## config.mk

```make
export PLATFORM = sky130hd
export DESIGN_NAME = shift_add_multiplier
export DESIGN_NICKNAME = d
export VERILOG_FILES = /design/src/rtl/shift_add_multiplier_pkg.sv /design/src/rtl/shift_add_multiplier_four_bit_adder.sv /design/src/rtl/shift_add_multiplier.sv
export SDC_FILE = /design/constraint.sdc
export NUM_CORES = 1
export LEC_CHECK = 0
export CAP_MARGIN = 25
export CORE_ASPECT_RATIO = 1.4
export CORE_MARGIN = 4
export CORE_UTILIZATION = 54
export DETAILED_ROUTE_END_ITERATION = 6
export DONT_BUFFER_PORTS = 1
export HOLD_SLACK_MARGIN = 0.05
export PLACE_DENSITY_LB_ADDON = 0.1
export SLEW_MARGIN = 20
export SYNTH_ARGS = -nofsm -noshare
export SYNTH_HDL_FRONTEND = slang
export SYNTH_SLANG_ARGS = --single-unit
export TNS_END_PERCENT = 1
```

## constraint.sdc

```tcl
create_clock -name clk -period 2 [get_ports clk]
set_clock_uncertainty 0.15 [all_clocks]
set_input_delay 0.4 -clock clk [delete_from_list [all_inputs] [get_ports clk]]
set_output_delay 0.4 -clock clk [all_outputs]
set_load 0.01 [all_outputs]
```

## src/rtl/shift_add_multiplier_pkg.sv

```systemverilog
// Shared definitions for the shift/add multiplier: FSM state codes and default operand width.
package shift_add_multiplier_pkg;

   localparam int DEFAULT_WIDTH = 4;

   typedef logic [1:0] state_t;

   localparam logic [1:0] STATE_IDLE  = 2'd0;
   localparam logic [1:0] STATE_ADD   = 2'd1;
   localparam logic [1:0] STATE_SHIFT = 2'd2;
   localparam logic [1:0] STATE_DONE  = 2'd3;

   // Busy covers the two states that are iterating over multiplier bits.
   function automatic logic state_is_busy(input state_t st);
      return (st == STATE_ADD) || (st == STATE_SHIFT);
   endfunction

endpackage

```

## src/rtl/shift_add_multiplier_four_bit_adder.sv

```systemverilog
// Four-bit ripple-carry adder, time-shared by the multiplier datapath.
module shift_add_multiplier_four_bit_adder (
   input  logic       cin,
   input  logic [3:0] a,
   input  logic [3:0] b,
   output logic [3:0] sum,
   output logic       cout
);

   logic [4:0] carry;

   // Ripple the carry through four full-adder cells.
   always_comb begin
      carry    = 5'b0_0000;
      sum      = 4'b0000;
      carry[0] = cin;
      for (int i = 0; i < 4; i++) begin
         sum[i]       = a[i] ^ b[i] ^ carry[i];
         carry[i + 1] = (a[i] & b[i]) | (carry[i] & (a[i] ^ b[i]));
      end
      cout = carry[4];
   end

endmodule

```

## src/rtl/shift_add_multiplier.sv

```systemverilog
// Sequential unsigned multiplier: one conditional add and one right shift per multiplier bit,
// with a start/done handshake and a registered 2*WIDTH-bit product.
module shift_add_multiplier
   import shift_add_multiplier_pkg::*;
#(
   parameter int WIDTH = DEFAULT_WIDTH
) (
   input  logic               clk,
   input  logic               reset,
   input  logic               start,
   input  logic [WIDTH-1:0]   multiplicand,
   input  logic [WIDTH-1:0]   multiplier,
   output logic               busy,
   output logic               done,
   output logic [2*WIDTH-1:0] product
);

   localparam int CW = $clog2(WIDTH + 1);
   localparam logic [CW-1:0] COUNT_INIT = CW'(WIDTH);
   localparam logic [CW-1:0] COUNT_ONE  = CW'(1);

   state_t             state;
   logic [WIDTH-1:0]   a;
   logic [WIDTH-1:0]   q;
   logic [WIDTH-1:0]   m;
   logic               c;
   logic [CW-1:0]      count;
   logic [WIDTH-1:0]   add_sum;
   logic               add_cout;

   generate
      if (WIDTH == 4) begin : g_ripple
         shift_add_multiplier_four_bit_adder u_adder (
            .cin  (1'b0),
            .a    (a),
            .b    (m),
            .sum  (add_sum),
            .cout (add_cout)
         );
      end else begin : g_behav
         assign {add_cout, add_sum} = {1'b0, a} + {1'b0, m};
      end
   endgenerate

   assign busy = state_is_busy(state);
   assign done = (state == STATE_DONE);

   // Controller and datapath: operand load, conditional add, concatenated shift, result capture.
   always_ff @(posedge clk or posedge reset) begin
      if (reset) begin
         state   <= STATE_IDLE;
         a       <= '0;
         q       <= '0;
         m       <= '0;
         c       <= 1'b0;
         count   <= '0;
         product <= '0;
      end else begin
         case (state)
            STATE_IDLE, STATE_DONE: begin
               if (start) begin
                  m     <= multiplicand;
                  q     <= multiplier;
                  a     <= '0;
                  c     <= 1'b0;
                  count <= COUNT_INIT;
                  state <= STATE_ADD;
               end else begin
                  state <= STATE_IDLE;
               end
            end
            STATE_ADD: begin
               if (q[0]) begin
                  a <= add_sum;
                  c <= add_cout;
               end else begin
                  c <= 1'b0;
               end
               state <= STATE_SHIFT;
            end
            STATE_SHIFT: begin
               // The carry of the last add drops into the accumulator MSB, so 15x15 cannot overflow.
               c     <= 1'b0;
               a     <= {c, a[WIDTH-1:1]};
               q     <= {a[0], q[WIDTH-1:1]};
               count <= count - COUNT_ONE;
               if (count == COUNT_ONE) begin
                  product <= {c, a, q[WIDTH-1:1]};
                  state   <= STATE_DONE;
               end else begin
                  state   <= STATE_ADD;
               end
            end
            default: begin
               state <= STATE_IDLE;
            end
         endcase
      end
   end

endmodule
```

## Word-level counts from Yosys, hierarchy flattened

Cells that the tools add are included.
Widths: inputs -> output; s select.

- Input bits: 11
- Bits in registers: 26
- Word-level logic and storage cells: 52
- Output and inout bits: 10

- Reductions and logical operators: 8
- Bitwise operators: 17
- Equal/unequal tests: 6
- Multiplexer cells: 13
- $add $sub $neg: 1

Operators with widths:

| operator | number |
|---|---|
| $mux 4 | 3 |
| $pmux 4 s3 | 1 |
| $pmux 4 s2 | 1 |
| $reduce_and 2->1 | 4 |
| $and 1x1->1 | 7 |
| $xor 1x1->1 | 7 |
| $pmux 2 s3 | 1 |
| $pmux 3 s2 | 1 |
| $eq 2x2->1 const B | 2 |
| $ne 2x2->1 const B | 2 |
| $eq 3x1->1 const B | 1 |
| $mux 1 | 3 |
| $mux 3 | 1 |
| $or 1x1->1 | 3 |
| $pmux 1 s3 | 1 |
| $sub 3x1->3 const B | 1 |
| $eq 2x1->1 const B | 1 |
| $logic_not 2->1 | 1 |
| $mux 2 | 1 |
| $reduce_bool 2->1 | 1 |
| $reduce_or 2->1 | 1 |
| $logic_or 1x1->1 | 1 |

## Depth between registers and ports, before layout

Gate-level depths: netlist (run 1).

- Depth after elaboration: 9
- Mapped depth: 6
- Mapped depth without buffers: 6

## Modules after synthesis

A second synthesis (run 1) with hierarchy kept.

- Cell total of the unflattened synthesis: 105
- Area total of the unflattened synthesis: 1,268.7 µm²

Modules (own cells, without submodules):

| module | instances | cells an instance | sequential area each (µm²) | area each (µm²) |
|---|---|---|---|---|
| shift_add_multiplier | 1 | 91 | 650.6 | 1,151.1 |
| shift_add_multiplier_four_bit_adder | 1 | 14 | 0.0 | 117.6 |

## Worst setup path before layout (run 1)

OpenSTA, ideal clock, no wires.

- Path type: register -> register
- Start point: register a[0]
- End point: register a[3]
- Arrival time: 1,974 ps
- Data required time: 1,726 ps
- Library setup time: 124 ps
- Setup slack: -248 ps
- Stages on the path, launching flop included: 7
- Buffers on the path: 0
- Period minus slack after synthesis: 2,248 ps
- Path through: dfrtp_1 -> ha_1 -> fa_1 -> fa_1 -> fa_1 -> a22oi_1 -> o2bb2ai_1

- Word-level cells in the longest chain between the ends: 8

RTL lines:

| element | RTL line | RTL |
|---|---|---|
| start: declaration | shift_add_multiplier.sv:23 | `logic [WIDTH-1:0] a;` |
| start signal: assignment | shift_add_multiplier.sv:74 | `a <= add_sum;` |
| start signal: assignment | shift_add_multiplier.sv:84 | `a <= {c, a[WIDTH-1:1]};` |
| $and 1x1->1 (2 in a row) | shift_add_multiplier_four_bit_adder.sv:19 | `carry[i + 1] = (a[i] & b[i]) \| (carry[i] & (a[i] ^ b[i]));` |
| $or 1x1->1 | shift_add_multiplier_four_bit_adder.sv:19 |  |
| $and 1x1->1 | shift_add_multiplier_four_bit_adder.sv:19 |  |
| $or 1x1->1 | shift_add_multiplier_four_bit_adder.sv:19 |  |
| $xor 1x1->1 | shift_add_multiplier_four_bit_adder.sv:18 | `sum[i] = a[i] ^ b[i] ^ carry[i];` |
| $mux 4 | shift_add_multiplier.sv:73 | `if (q[0]) begin` |
| $pmux 4 s3 | shift_add_multiplier.sv:59 | `case (state)` |

Every way passes these cells. The select of a mux whose other input is x is not followed.
A chain may end at the register's enable or synchronous reset.

## Worst setup path after layout (run 1)

Ends and elaborated chain as after synthesis.

==> results.sh, run 1 <==
export IMPL_period_share_pct=110.6
export IMPL_finalSetupTns_ns=-0.2812
export IMPL_final_layout_size_suffix_gt1_share_pct=23.85
export IMPL_core_area_sq_um=2152
export IMPL_syn_avg_cell_area_sq_um=12.56
export IMPL_die_height_microns=64.21
export IMPL_clk_transition_reported_paths_ns=0.14
export IMPL_finalMaxSlewViolations=0
export IMPL_cts_root_buf="clkbuf_4"
export IMPL_required_ns=2.07
export IMPL_arrival_ns=2.28
export IMPL_fin_crit_ns=2.212
export IMPL_num_rows=20
export IMPL_totalPowerFinal_mw=1.779
export IMPL_powerDensity_nw_per_um2=1310
export IMPL_htree_num_levels=1
export IMPL_rsz0062_at_grt="yes"
export IMPL_crit_end="a[3]"
export IMPL_r2r_end="a[3]"
export IMPL_path_max_fanout=2
export IMPL_syn_area_sq_um=1219
export IMPL_antenna_found_initial=0
export IMPL_netlist_instances=97
export IMPL_leakage_nw=0.6726
export IMPL_boundaryPins=21
export IMPL_maxCapViolations=0
export IMPL_drcViolationCount=0
export IMPL_drt_total_wl_microns=2080
export IMPL_r2r_cells=6
export IMPL_synth_cell_types=19
export IMPL_ys_seq_elements=26
export IMPL_hpwlAfterDp_microns=1534
export IMPL_worstMarginPinSlew_ns=0.4147
export IMPL_synth_nets=117
export IMPL_cp_startpoint="a[0]"
export IMPL_cp_end_kind="flop"
export IMPL_post_cts_resized=0
export IMPL_hold_violations=0
export IMPL_cpPeakStageDelay_ns=0.43
export IMPL_nFillCells=182
export IMPL_finalSetupViolations=2
export IMPL_wl_per_cell_microns=15.88
export IMPL_crit_type="reg -> reg"
export IMPL_ys_seq_area_share_pct=53.39
export IMPL_clkLatencyLatePin_ns=0.32
export IMPL_violations="setup timing"
export IMPL_status="complete, but fails checks"
export IMPL_slew_headroom_pct=71.56
export IMPL_critPathLaunchType="flop"
export IMPL_clockBufferDepth=2
export IMPL_hp_class="in -> reg"
export IMPL_n_antenna_cell=0
export IMPL_peakVddDrop_uv=767.7
export IMPL_place_port_buffers=0
export IMPL_cts_sinks=26
export IMPL_vias_per_cell=5.695
export IMPL_post_dp_cell_area_sq_um=1276
export IMPL_cp_slowest_cell="fa_1"
export IMPL_regArea_sq_um=650.6
export IMPL_crit_chain="ha_2, fa_2, fa_2, fa_1, a22oi_1, o2bb2ai_1"
export IMPL_yosysWarnings=0
export IMPL_multiInputGateArea_sq_um=523.0
export IMPL_drt_initial_drc_count=16
export IMPL_crit_top_cell="fa_2"
export IMPL_vias=746
export IMPL_final_nets=130
export IMPL_first_global_vias=795
export IMPL_areaGrowthSynthToFinish_pct=11.40
export IMPL_r2r_setup_slack_ns=-0.21
export IMPL_dr_pass1_iters=4
export IMPL_fin_area_sq_um=1358
export IMPL_layout_setup_ws_ns=-0.2123
export IMPL_reg2reg_from="a[0]"
export IMPL_grt_pass1_wl_microns=3429
export IMPL_clock_fmax_mhz=452.0
export IMPL_ant_nets=0
export IMPL_whs_ns=0.07052
export IMPL_grt_util_all_layers_pct=15.26
export IMPL_overflow=0
export IMPL_gp_congestion=0.7776
export IMPL_cts_buffers_inserted=3
export IMPL_cts_tree="done"
export IMPL_initial_core_util_pct=56.63
export IMPL_min_path_cells=1
export IMPL_die_area_sq_um=3092
export IMPL_die_x_microns=48.15
export IMPL_grt_max_degree=27
==> power by group <==
group          total [mW]  switching [mW]  internal (mW)
clock network       0.264           0.153          0.111
registers           0.789           0.115          0.674
logic               0.725           0.401          0.325
==> logic make-up after synthesis <==
family	count (synthesis)	share of synthesized area (%)
and+or+nand+nor	15	6.674
DFF	26	53.39
muxes	16	14.27
buffers and inverters	12	4.312
adders and majority gates	9	11.09
AOI/OAI and AO/OA	19	10.27
==> cell usage after synthesis <==
cell       count  area [sq um]
o2bb2ai_1      4         35.03
nand4_1        1         6.260
o21ai_0        3         15.01
o21ai_1        4         20.02
dfrtp_1       26         650.6
o22a_1         1         8.760
mux2i_1        5         50.05
nand3b_4       1         20.02
mux2_2        11         123.9
nand2_1       10         37.54
nand2b_1       2         12.51
o22ai_1        1         6.260
inv_1         10         37.54
buf_4          2         15.01
nand3_1        1         5.000
a22oi_1        4         30.03
fa_1           3         60.06
a21oi_1        2         10.01
ha_1           6         75.07
==> what timing repair did <==
action | 4_1_cts | 5_1_grt
hold endpoints to repair | 26 | 2
setup endpoints to repair | 2 | 3
hold buffers | 1 | 2
buffers inserted | 1 | 1
cloned | 0 | 0
==> through the flow <==
| stage | util, % | instances | worst slack (ns) |
|---|---|---|---|
| 2_1_floorplan | - | 97 | -0.1451 |
| 3_3_place_gp | 59.30 | 122 | -0.1425 |
| 3_5_place_dp | 59.30 | 122 | -0.1902 |
| 4_1_cts | 61.80 | 128 | -0.2137 |
| 5_1_grt | 63.08 | 131 | -0.2529 |
| 6_report | 63.08 | 131 | -0.2123 |
==> cells in the final DEF (no fill, tap or decap), types with 2 or more instances in the layout <==
cell,count
a22oi_1,4
ha_1,5
buf_4,7
inv_1,10
nand2_1,10
dlygate4sd3_1,3
a21oi_1,2
o21ai_1,4
clkbuf_4,3
o21ai_0,3
dfrtp_1,26
mux2_2,11
mux2i_1,5
o2bb2ai_1,4
nand2b_1,2
fa_2,2
==> critical path, delay by kind of cell (launching register included) <==
family | cells | cell delay [ns]
DFF | 1 | 0.42
AOI/OAI and AO/OA | 2 | 0.24
adders and majority gates | 4 | 1.31
==> how the worst min path moves through the flow <==
stage / from / end / slack [ns]
finish: multiplicand[2] / m[2] / 0.07
floorplan: reset / a[0] / 0.29
global route: multiplicand[2] / m[2] / 0.05
CTS: multiplicand[3] / m[3] / 0.06
detailed placement: reset / m[1] / 0.22
global placement: reset / m[1] / 0.21
==> layer usage <==
metal,wire [microns],global-route usage (%)
met1,875,17.77
met2,1064,25.00
met3,119,4.225
met4,20,6.061
met5,0,0
==> cell type report <==
class                           instances  area share (%)
Timing Repair Buffer                   10           6.083
Tap cell                               22           2.028
Sequential cell                        26           47.93
Multi-Input combinational cell         59           38.53
Inverter                               10           2.765
Clock buffer                            4           2.673
==> state kept, by name, indices dropped and copies added (netlist names) <==
signal and cells:
count 3, q 4, product 8, state 2
c 1, m 4, a 4
(Power assumes the default switching activity.)
==> run 2: changes to the inputs <==
CORE_UTILIZATION = 46   (was 54)
DONT_BUFFER_PORTS = not set   (was 1)
==> results.sh, run 2 (synthesized netlist as in run 1, its figures left out) <==
export IMPL_leakage_nw=0.7306
export IMPL_areaGrowthSynthToFinish_pct=25.36
export IMPL_die_height_microns=68.90
export IMPL_rsz0062_at_grt="yes"
export IMPL_required_ns=2.05
export IMPL_clock_fmax_mhz=451.7
export IMPL_final_util_pct=61.85
export IMPL_maxCapViolations=0
export IMPL_dp_cells=155
export IMPL_violations="setup timing"
export IMPL_status="complete, but fails checks"
export IMPL_final_layout_size_suffix_gt1_share_pct=20.00
export IMPL_fin_area_sq_um=1528
export IMPL_layout_setup_ws_ns=-0.2138
export IMPL_die_x_microns=51.50
export IMPL_hp_class="in -> async"
export IMPL_finalSetupViolations=2
export IMPL_crit_buf_inv=0
export IMPL_path_max_fanout=2
export IMPL_crit_type="reg -> reg"
export IMPL_grt_util_all_layers_pct=13.50
export IMPL_vias_per_cell=4.975
export IMPL_cts_sinks=26
export IMPL_cp_top_family="adder cells"
export IMPL_core_area_sq_um=2470
export IMPL_cts_buffers_inserted=3
export IMPL_n_antenna_cell=0
export IMPL_hpwlAfterDp_microns=1520
export IMPL_antenna_found_initial=0
export IMPL_cts_root_buf="clkbuf_4"
export IMPL_boundaryPins=21
export IMPL_final_nets=147
export IMPL_finalSetupTns_ns=-0.2909
export IMPL_fin_cells=159
export IMPL_overflow=0
export IMPL_slew_headroom_pct=78.57
export IMPL_clk_transition_reported_paths_ns=0.13
export IMPL_clockBufferDepth=2
export IMPL_cts_tree="done"
export IMPL_critPathLaunchType="flop"
export IMPL_final_cell_mix="dfrtp_1, clkdlybuf4s50_1, mux2_2"
export IMPL_cp_end_kind="flop"
export IMPL_crit_chain="ha_2, fa_2, fa_2, fa_1, a22oi_1, o2bb2ai_1"
export IMPL_hold_violations=0
export IMPL_fin_crit_ns=2.214
export IMPL_largest_register="product"
export IMPL_period_share_pct=110.7
export IMPL_initial_core_util_pct=49.34
export IMPL_wl_per_cell_microns=12.84
export IMPL_arrival_ns=2.27
export IMPL_cp_slowest_cell="fa_1"
export IMPL_whs_ns=0.2818
export IMPL_dr_pass1_iters=4
export IMPL_totalPowerFinal_mw=1.801
export IMPL_largest_reg_flops=8
export IMPL_pre_cts_slack_ns=-0.1871
export IMPL_peakVddDrop_uv=639.1
export IMPL_post_dp_cell_area_sq_um=1499
export IMPL_gp_congestion=0.7626
export IMPL_vias=791
export IMPL_drt_total_wl_microns=2042
export IMPL_ant_nets=0
export IMPL_worstMarginPinSlew_ns=0.3215
export IMPL_num_rows=21
export IMPL_place_port_buffers=20
export IMPL_finalMaxSlewViolations=0
export IMPL_final_common_cell="dfrtp_1"
export IMPL_clkLatencyLatePin_ns=0.31
export IMPL_drcViolationCount=0
export IMPL_crit_top_cell="fa_2"
export IMPL_powerDensity_nw_per_um2=1179
export IMPL_first_global_vias=815
export IMPL_die_area_sq_um=3548
export IMPL_grt_pass1_wl_microns=3512
export IMPL_htree_num_levels=1
export IMPL_grt_max_degree=27
export IMPL_cpPeakStageDelay_ns=0.43
export IMPL_drt_initial_drc_count=37
==> run 2: changes by cell type in the layout (fill, tap and decap cells not counted) <==
cell and delta:
clkdlybuf4s50_1 +18, clkdlybuf4s15_1 +1, dlygate4sd3_1 -3, clkbuf_8 -1
dlygate4sd2_1 +1
==> run 2: path summary, 6_finish.rpt <==
check / cells after the start / to / start / slack (ns)
setup / recovery: 6 / a[3] / a[0] / -0.21
hold / removal: 3 / m[0] / reset / 0.28
setup reg to reg: 6 / a[3] / a[0] / -0.21
hold reg to reg: 2 / product[7] / product[7] / 0.36
max in group asynchronous: 3 / c / reset / 1.18
min in group clk: 2 / product[7] / product[7] / 0.36
==> run 2: worst reg2reg max path: cells and delay by family (launching register included) <==
family	cells	cell delay, ns
AOI/OAI and AO/OA	2	0.25
adders and majority gates	4	1.31
DFF	1	0.41
==> run 2: area by class of cell <==
| class | instances | area, sq um |
|---|---|---|
| clock buffers | 3 | 22.52 |
| fillers | 226 | 942.2 |
| inverters | 10 | 37.54 |
| multi-input cells | 59 | 523.0 |
| flip-flops and latches | 26 | 650.6 |
| well taps | 34 | 42.54 |
| repair buffers | 27 | 251.5 |
==> run 2: layer usage <==
layer | vias up | wire (microns) | global-route usage, %
met5 | - | 0 | 0
met4 | 0 | 23 | 7.869
li1 | 393 | - | -
met1 | 378 | 947 | 17.52
met2 | 18 | 990 | 20.86
met3 | 2 | 81 | 2.796
==> run 2: power by group <==
group          internal [mW]  switching [mW]
Sequential             0.674           0.100
Combinational          0.398           0.421
Clock                 0.0703           0.138
==> run 2: timing repair <==
| action | 4_1_cts | 5_1_grt |
|---|---|---|
| gates cloned | 0 | 0 |
| endpoints found under the setup margin | 3 | 4 |
| resized for setup | 2 | 1 |
| hold buffers | 0 | 0 |
| pin swaps | 0 | 1 |
| setup buffers | 1 | 0 |
